[src/rtl/layer_stream_sequencer.sv]
// Captures one layer's parallel neuron outputs and replays them as a serial
// data/valid stream for the next layer, with sticky overrun/mismatch flags.
//
// state | meaning
// IDLE  | no burst in flight, out_valid low, waiting for in_valid[0]
// SEND  | emitting element idx of the captured burst, out_valid high
module layer_stream_sequencer #(
    parameter int NN        = 30,
    parameter int dataWidth = 16
) (
    input  logic                    clk,
    input  logic                    rst,
    input  logic [NN-1:0]           in_valid,
    input  logic [NN*dataWidth-1:0] in_data,
    input  logic                    clr_err,
    output logic                    out_valid,
    output logic [dataWidth-1:0]    out_data,
    output logic                    busy,
    output logic                    done,
    output logic                    overrun,
    output logic                    mismatch
);

    localparam int IW = (NN > 1) ? $clog2(NN) : 1;

    typedef enum logic {
        IDLE = 1'b0,
        SEND = 1'b1
    } state_t;

    state_t                  state_q, state_n;
    logic [IW-1:0]           idx_q, idx_n, idx_inc;
    logic [NN*dataWidth-1:0] buffer_q, buffer_n;
    logic [dataWidth-1:0]    data_q, data_n;
    logic                    done_q, done_n;
    logic                    overrun_q, overrun_n;
    logic                    mismatch_q, mismatch_n;
    logic                    last, acc, ovr_set, mm_set;

    always_ff @(posedge clk) begin
        if (rst) begin
            state_q    <= IDLE;
            idx_q      <= '0;
            buffer_q   <= '0;
            data_q     <= '0;
            done_q     <= 1'b0;
            overrun_q  <= 1'b0;
            mismatch_q <= 1'b0;
        end else begin
            state_q    <= state_n;
            idx_q      <= idx_n;
            buffer_q   <= buffer_n;
            data_q     <= data_n;
            done_q     <= done_n;
            overrun_q  <= overrun_n;
            mismatch_q <= mismatch_n;
        end
    end

    always_comb begin
        state_n  = state_q;
        idx_n    = idx_q;
        buffer_n = buffer_q;
        data_n   = data_q;
        done_n   = 1'b0;
        idx_inc  = idx_q + 1'b1;

        last    = (state_q == SEND) && (idx_q == IW'(NN - 1));
        acc     = in_valid[0] && ((state_q == IDLE) || last);
        ovr_set = in_valid[0] && (state_q == SEND) && !last;
        mm_set  = acc && (in_valid != '1);

        if (acc) begin
            // Element 0 bypasses the buffer so a burst can follow the previous one with no gap.
            state_n  = SEND;
            idx_n    = '0;
            buffer_n = in_data;
            data_n   = in_data[dataWidth-1:0];
            done_n   = (NN == 1);
        end else if ((state_q == SEND) && !last) begin
            idx_n  = idx_inc;
            data_n = buffer_q[int'(idx_inc)*dataWidth +: dataWidth];
            done_n = (idx_inc == IW'(NN - 1));
        end else if (last) begin
            state_n = IDLE;
        end

        // A flag being set on the same edge as clr_err wins over the clear.
        if (ovr_set)      overrun_n = 1'b1;
        else if (clr_err) overrun_n = 1'b0;
        else              overrun_n = overrun_q;

        if (mm_set)       mismatch_n = 1'b1;
        else if (clr_err) mismatch_n = 1'b0;
        else              mismatch_n = mismatch_q;
    end

    assign out_valid = (state_q == SEND);
    assign busy      = out_valid;
    assign out_data  = data_q;
    assign done      = done_q;
    assign overrun   = overrun_q;
    assign mismatch  = mismatch_q;

endmodule

[config.mk]
export PLATFORM = sky130hd
export DESIGN_NAME = layer_stream_sequencer
export DESIGN_NICKNAME = d
export VERILOG_FILES = /design/src/rtl/layer_stream_sequencer.sv
export SDC_FILE = /design/constraint.sdc
export NUM_CORES = 1
export LEC_CHECK = 0
export ABC_AREA = 1
export CAP_MARGIN = 20
export CORE_AREA = 2 2 209 211
export DETAILED_ROUTE_END_ITERATION = 7
export DIE_AREA = 0 0 211 213
export DONT_BUFFER_PORTS = 1
export PLACE_DENSITY = 0.68
export SLEW_MARGIN = 20
export SYNTH_ARGS = -nofsm -noshare
export SYNTH_HDL_FRONTEND = slang
export SYNTH_SLANG_ARGS = --single-unit
[constraint.sdc]
create_clock -name clk -period 2.75 [get_ports clk]
set_input_delay 0.55 -clock clk [delete_from_list [all_inputs] [get_ports clk]]
set_output_delay 0.55 -clock clk [all_outputs]
set_load 0.1 [all_outputs]
# Word-level counts from Yosys, hierarchy flattened

Cells that the tools add are included.

Flip-flop bits (word level): 505
Input bits: 513
Output and inout bits: 21
Logic and storage cells: 38

$add $sub $neg: 1
Equality and inequality tests: 4
Shifts and indexed selects: 1
Muxes and demuxes: 8
Bitwise operators: 2
Reductions and logical operators: 15

Operator list:

| kind                   | number |
|---|---|
| $shiftx A480 B10 Y16   | 1 |
| $mux W16               | 2 |
| $ne A30 B30 Y1 const B | 1 |
| $eq A5 B5 Y1 const B   | 2 |
| $reduce_bool A2 Y1     | 4 |
| $logic_and A1 B1 Y1    | 6 |
| $mux W1                | 6 |
| $add A5 B1 Y5 const B  | 1 |
| $reduce_or A3 Y1       | 1 |
| $ne A2 B2 Y1 const B   | 1 |
| $not A1 Y1             | 2 |
| $reduce_and A2 Y1      | 1 |
| $reduce_or A2 Y1       | 1 |
| $logic_not A1 Y1       | 1 |
| $logic_or A1 B1 Y1     | 1 |

# Longest topological paths before layout

Gate-level depths: netlist of run 1.

Depth in word-level cells: 6
Mapped depth: 16
Gate-level depth less buffers: 12

# Worst setup path after synthesis of run 1

No wires, ideal clock.

Path kind: reg2reg
Start: reg idx_q[0]
End: reg data_q[7] (netlist: out_data[7])
Setup time: 122 ps
Data arrival time: 2298 ps
Required time: 2628 ps
Path slack: 330 ps
Cell stages (with the launch flop): 17
Path buffers: 4
Period minus slack after synthesis: 2420 ps
Path through: dfxtp_1 > inv_2 > clkbuf_1 > buf_2 > ha_1 > inv_1 > clkbuf_1 > clkbuf_1 > nand2_1 > nand3_1 > nand2_1 > nand2_1 > nand2_1 > nand2_1 > nand3_1 > nand3_1 > a21oi_1

Elaborated cells on any way between the ends: 11
Classes of those cells: add/sub (1); eq/ne (1); shift (1); mux (2); reduce/logical (6)

RTL lines:

| item                     | RTL line | RTL |
|---|---|---|
| start: declaration       | 32       | `logic [IW-1:0] idx_q, idx_n, idx_inc;` |
| start signal: assignment | 51       | `idx_q <= idx_n;` |
| $add A5 B1 Y5            | 66       | `idx_inc = idx_q + 1'b1;` |
| net idx_inc[0]           | 32       |  |
| $shiftx A480 B10 Y16     | 82       | `data_n = buffer_q[int'(idx_inc)*dataWidth +: dataWidth];` |
| $mux W16                 | 80       | `end else if ((state_q == SEND) && !last) begin` |
| $mux W16                 | 73       | `if (acc) begin` |
| end signal: assignment   | 53       | `data_q <= data_n;` |
| end: declaration         | 34       | `logic [dataWidth-1:0] data_q, data_n;` |

The timed path passes the listed nets, and every way through them passes these cells. The select of a mux whose other input is x is not followed.
A chain may end at the register's enable or synchronous reset.

# Final worst setup path of run 1

Start: reg idx_q[0]
End: reg data_q[2] (netlist: out_data[2])

Word-level cells in the longest chain between the ends: 5
Elaborated cells on any way between the ends: 11
Classes of those cells: add/sub (1); eq/ne (1); shift (1); mux (2); reduce/logical (6)

RTL lines:

| item |
|---|
| branches (longest 5 deep; another with $add A5 B1 Y5) |

Several ways; the timed one is not identified. The select of a mux whose other input is x is not followed.

==> results of run 1 <==
[routing by layer]
metal | vias to the layer above | GRT usage, %
li1 | 10529 | -
met3 | 154 | 6.883
met4 | 4 | 13.57
met2 | 850 | 51.41
met1 | 10110 | 45.09
met5 | - | 0
[worst paths after layout]
| check | startpoint | slack, ns | to |
|---|---|---|---|
| min reg2reg | buffer_q[218] | 0.45 | buffer_q[218] |
| max reg2reg | idx_q[0] | 0.24 | out_data[2] |
| max | idx_q[0] | 0.24 | out_data[2] |
| min | in_data[453] | 0.09 | buffer_q[453] |
[cells in the final DEF (no fill, tap or decap), drive strengths merged, types with 7 or more instances in the layout]
| cell | synthesis | final |
|---|---|---|
| nand2 | 615 | 615 |
| o21ai | 514 | 514 |
| dfxtp | 505 | 505 |
| nand3 | 422 | 422 |
| inv | 404 | 404 |
| a21oi | 400 | 400 |
| nor2 | 181 | 181 |
| buf | 102 | 86 |
| clkbuf | 165 | 75 |
| clkinv | 0 | 9 |
| diode | 0 | 8 |
| nand4 | 7 | 7 |
| bufinv | 0 | 7 |
[power groups by stage]
stage / Combinational (mW) / Clock [mW] / Sequential, mW
finish: 2.81 / 7.43 / 8.08
global route: 3.10 / 7.80 / 8.13
CTS: 2.78 / 7.50 / 8.08
detailed placement: 2.76 / 0 / 8.24
global placement: 2.71 / 0 / 8.22
floorplan: 1.77 / 0 / 8.37
[area by class of cell]
cell class	count	area, µm²
diodes	8	20.02
clock buffers	75	1499
clock inverters	18	285.3
fillers	4054	17720
inverters	404	1541
multi-input cells	2150	9889
flip-flops and latches	505	10110
well taps	546	683.2
repair buffers	87	943.4
[registers in the layout (all words and copies together) (netlist names)]
| signal | flops |
|---|---|
| mismatch | 1 |
| busy | 1 |
| buffer_q | 480 |
| done | 1 |
| out_data | 16 |
| overrun | 1 |
| idx_q | 5 |
[worst max-delay path, cell delays in order, from the launching register on]
cell	delay, ns
dfxtp_4	0.39
inv_8	0.07
buf_12	0.54
nand2_1	0.13
nand3_1	0.12
nand3_1	0.20
nand3_1	0.22
nand3_1	0.11
nand3_1	0.12
a21oi_1	0.06
[logic make-up after synthesis]
family,after synthesis,synth area share (%)
compound gates,914,20.24
xor+xnor,5,0.2270
fa+ha+maj,3,0.1661
buf+inv,671,11.74
flops,505,44.73
simple gates,1228,22.89
==> flow_summary.ini, run 1 <==
[sta]
unrepaired_setup_endpoints_after_global_routing = no
clock_skew_ns = 0.01507
max-slew-margin-rel_pct = 10.30
hold_ws_ns = 0.09032
final_max_slew_viol_count = 0
clock.fmax_mhz = 398.2
postLayoutSetupSlackWorst_ns = 0.2385
fin_crit_sh_pct = 91.33
hold_violations = 0
worstMarginPinSlew_ns = 1.345
final-setup-viol-count = 0
finalSetupTns_ns = 0
final.min_clock_period_ns = 2.512

[global_routing]
grt_pass1_wl_um = 114100
number_of_global_route_vias_before_repair = 19715
grt_use_total_pct = 33.15
antenna_violations_before_repair = 9
grt_overflow_total = 0
grt_start_max_net_pins = 225

[clock_network]
cts_tree = yes
resized_cells_post_cts = 0
clockBufferDepth = 3
worst_setup_hold_path_clk_slew_ns = 0.06
cts.root.buffer_cell = clkbuf_16
cts_h_tree_depth = 2
clock_latency_on_the_worst_skew_pair_ns = 0.60
post_cts_hold_buffer_count = 1
cts_made_buffers = 53
post-cts-setup-buffer-count = 0
clock-sinks = 505

[power]
cellInternalPower_mw = 13.14
power.density_cell_area_mw_per_mm2 = 733.4
netSwitchingFraction_pct = 28.24
p_total_mw = 18.32
seqPwrFrac_pct = 44.1
p_clk_share_pct = 40.6
vdd_drop_max_uv = 532.3
switchingPower_mw = 5.174
comb_power_share_pct = 15.3
power.leakage_nw = 10.69

[die]
floorplan.initialDensity_pct = 52.93
boundaryPins = 534
fp.dieH_um = 213
placeable_core_area_mm2 = 0.04270
die_w_um = 211
placement_rows = 76
die_area_mm2 = 0.04494

[detailed_routing]
drt_first_pass_iters = 6
drcViolationCount = 0
routedLengthMet1_um = 33280
number_of_drc_markers_in_iteration_0 = 2098
detailroute.wirelength.met3_um = 6575
via_count_of_the_routed_design = 21647
route.final.wire_length_um = 77590
viasPerCell = 5.707
detail_route.wl_per_cell_um = 20.46
antenna_left = 0
top_layer = met5
route.met2.wl_um = 34540

[synth]
synthesis.instances = 3326
net_count_after_synthesis = 3842
yosys_most_used_dff = dfxtp_1
yosysMostFrequentCell = nand2_1
synth_common_cells = nand2_1, dfxtp_1, nand3_1
synthDominantAreaCellType = dfxtp_1
synth.top_cell.area_share_pct = 44.73
synth_area_leaders = dfxtp_1, nand2_1, nand3_1
ys_seq_elements = 505
syn_area_mm2 = 0.02260
netlist-cell-type-count = 23
postSynth.asyncResetShare_pct = 0
synth_edf_count = 0
synth_seq_area_share_pct = 44.73
synthesis.area_per_instance_um2 = 6.795
synth-warning-count = 0

[setup_path]
cp_data_arrival_time_ns = 2.99
path_class = flip-flop to flip-flop
critPathLaunchType = flip-flop
critical_path_peak_fanout = 224
timing.critical_path.required_ns = 3.23
crit_end_element = flip-flop
rr_worst_depth = 9

[finish]
final_standard_cell_area_without_fillers_mm2 = 0.02498
layout-area-overhead-vs-synth_pct = 10.52
drive_above_1_share_pct = 5.588
nNetsFinal = 3717
final_cells = 3793
finalCoreUtilization_pct = 58.50

[place]
place.port_buffers = 0
dp_cells = 3691
dp_hpwl_um = 55560
globalplace.congestion = 0.9210
dpl-instance-area_mm2 = 0.02316
dpl_worst_slack_ns = 0.3337

[worst_hold_path]
worstHoldPathType = input port to flip-flop
min_path_cells = 2

[outcome]
outcome = completed

[job]
cap_viol_max_count = 0
No activity file was read; power rests on OpenSTA's default activity.
==> inputs of run 2 (changes only) <==
==> constraint.sdc (replaced) <==
create_clock -name clk -period 2.65 [get_ports clk]
set_input_delay 0.53 -clock clk [delete_from_list [all_inputs] [get_ports clk]]
set_output_delay 0.53 -clock clk [all_outputs]
set_load 0.1 [all_outputs]
==> run 2 against run 1 <==
Against the previous run:
- critical path depth grew 1
- register-to-register slack worse by 0.03 ns
- sequential power is 3.6% higher
- hold slack lost 0.033 ns
- first-iteration DRC count is 2.1% higher
- via count increased by 0.26%
- setup slack lost 0.027 ns
==> flow_summary.ini, run 2 (same netlist as run 1, synthesis figures left out) <==
[detailed_routing]
drcViolationCount = 0
drt_first_pass_iters = 5
viasPerCell = 5.707
route.final.wire_length_um = 77520
number_of_drc_markers_in_iteration_0 = 2143
antenna_left = 0
via_count_of_the_routed_design = 21703
detail_route.wl_per_cell_um = 20.38

[sta]
final.min_clock_period_ns = 2.439
worstMarginPinSlew_ns = 0.7928
clock.fmax_mhz = 410.1
max-slew-margin-rel_pct = 47.09
final_max_slew_viol_count = 0
final-setup-viol-count = 0
finalSetupTns_ns = 0
hold_violations = 0
fin_crit_sh_pct = 92.03
unrepaired_setup_endpoints_after_global_routing = no
clock_skew_ns = 0.02507

[setup_path]
worstPathCellList = inv_8 -> ha_4 -> buf_12 -> buf_12 -> nand3_1 -> nand3_1 -> nand3_1 -> nand3_1 -> nand3_1 -> a21oi_1
crit_start = idx_q[0]
slowest_delay_ns = 0.44
capture_point_of_the_worst_path = out_data[4]
cp_common_cell = nand3_1
r2r_end = out_data[4]
cp_data_arrival_time_ns = 2.96
worst_r2r_startpoint = idx_q[0]
slowest_stage = dfxtp_4
critPathLaunchType = flip-flop
timing.critical_path.required_ns = 3.17
rr_worst_depth = 10
critical_path_peak_fanout = 56
rrSetupSlack_ns = 0.21
path_class = flip-flop to flip-flop
crit_end_element = flip-flop

[power]
cellInternalPower_mw = 13.66
p_clk_share_pct = 40.8
switchingPower_mw = 5.416
power.density_cell_area_mw_per_mm2 = 762.3
vdd_drop_max_uv = 544.1
netSwitchingFraction_pct = 28.39
seqPwrFrac_pct = 43.9
comb_power_share_pct = 15.3
power.leakage_nw = 10.71

[die]
fp.dieH_um = 213
floorplan.initialDensity_pct = 52.93
placement_rows = 76
boundaryPins = 534
die_area_mm2 = 0.04494
placeable_core_area_mm2 = 0.04270
die_w_um = 211

[place]
globalplace.congestion = 0.9100
dpl-instance-area_mm2 = 0.02316
dp_hpwl_um = 55440
place.port_buffers = 0

[global_routing]
antenna_violations_before_repair = 16
grt_start_max_net_pins = 124
grt_use_met1_pct = 44.84
top_usage_layer = met2
grt_pass1_wl_um = 114400
grt_use_total_pct = 33.11
groute.layer.met2.usage_pct = 51.15
grt_overflow_total = 0
met3_global_route_usage_pct = 7.045
number_of_global_route_vias_before_repair = 19794

[job]
cap_viol_max_count = 0

[finish]
multi_input_comb_area_mm2 = 0.009889
drive_above_1_share_pct = 5.890
ff_latch_area_mm2 = 0.01011
final_standard_cell_area_without_fillers_mm2 = 0.02503
nNetsFinal = 3718
layout-area-overhead-vs-synth_pct = 10.74
max_flop_register = buffer_q
n_fill_cell = 4099
layout.cells.most_common = nand2_1
most-common-layout-cells = nand2_1, dfxtp_1, nand3_1, a21oi_1, inv_1
flip_flop_count_of_the_largest_register_after_layout = 480

[clock_network]
resized_cells_post_cts = 0
clock_latency_on_the_worst_skew_pair_ns = 0.61
clock-sinks = 505
cts.root.buffer_cell = clkbuf_16
cts_tree = yes
worst_setup_hold_path_clk_slew_ns = 0.06
cts_made_buffers = 53
clockBufferDepth = 3
cts_h_tree_depth = 2

[outcome]
outcome = completed

[worst_hold_path]
worstHoldPathType = input port to flip-flop
[run 2: cell types whose count changed in the layout (fill, tap and decap cells not counted)]
| cell | delta |
|---|---|
| bufinv_16 | -2 |
| clkinvlp_4 | +2 |
| buf_12 | -1 |
| diode_2 | +6 |
| clkbuf_1 | -6 |
| clkinv_2 | +1 |
| clkbuf_8 | +8 |
| buf_4 | +2 |
| inv_6 | +2 |
| clkinv_8 | -1 |
| clkinv_4 | -1 |
[run 2: worst min-delay path by stage]
stage / start / end / cells after the start
2_1_floorplan: buffer_q[479] / buffer_q[479] / 2
3_5_place_dp: buffer_q[72] / buffer_q[72] / 2
3_3_place_gp: buffer_q[78] / buffer_q[78] / 2
6_report: in_data[383] / buffer_q[383] / 2
4_1_cts: in_data[453] / buffer_q[453] / 2
5_1_grt: in_data[383] / buffer_q[383] / 2
[run 2: timing repair]
| action | 4_1_cts | 5_1_grt |
|---|---|---|
| setup buffers | 0 | 0 |
| hold buffers | 1 | 0 |
| endpoints found under the hold margin | 3 | 0 |
[run 2: worst max-delay path, delay by kind of cell (launching register included)]
kind	cells	cell delay (ns)
and+or+nand+nor	5	0.78
buffers and inverters	3	0.60
DFF	1	0.44
adders and majority gates	1	0.29
AOI/OAI and AO/OA	1	0.14
[run 2: cell type report]
class                   count  area share, %
well taps                 546          2.730
multi-input cells        2150          39.52
flip-flops and latches    505          40.42
clock inverters            19         0.9499
repair buffers             88          3.750
diodes                     14         0.1400
clock buffers              77          6.339
inverters                 404          6.159
[run 2: routing by layer]
metal	share of wire [%]	wire [µm]	up-vias
met3	8.9	6931	159
met1	42	32640	10079
met5	0.014	11	-
li1	-	-	10536
met2	45	34860	927
met4	4.0	3073	2
[run 2: power groups by stage]
| stage | clock [mW] | combinational [mW] | sequential (mW) |
|---|---|---|---|
| final | 7.79 | 2.92 | 8.37 |
| after global routing | 8.18 | 3.22 | 8.43 |
| after CTS | 7.86 | 2.89 | 8.37 |
| after detailed placement | 0 | 2.87 | 8.54 |
| after global placement | 0 | 2.83 | 8.52 |
| after floorplan | 0 | 1.84 | 8.69 |
[run 2: metrics by stage]
stage	setup WS, ns	util (%)	power [mW]	cells	hold slack, ns
after global routing	0.1369	58.60	19.83	3800	0.04950
final	0.2113	58.62	19.08	3803	0.05692
after global placement	0.3279	54.24	11.35	3692	0.4379
after floorplan	0.2304	-	10.53	3326	0.4246
after CTS	0.2534	58.53	19.13	3789	0.04245
after detailed placement	0.2822	54.24	11.41	3692	0.4434
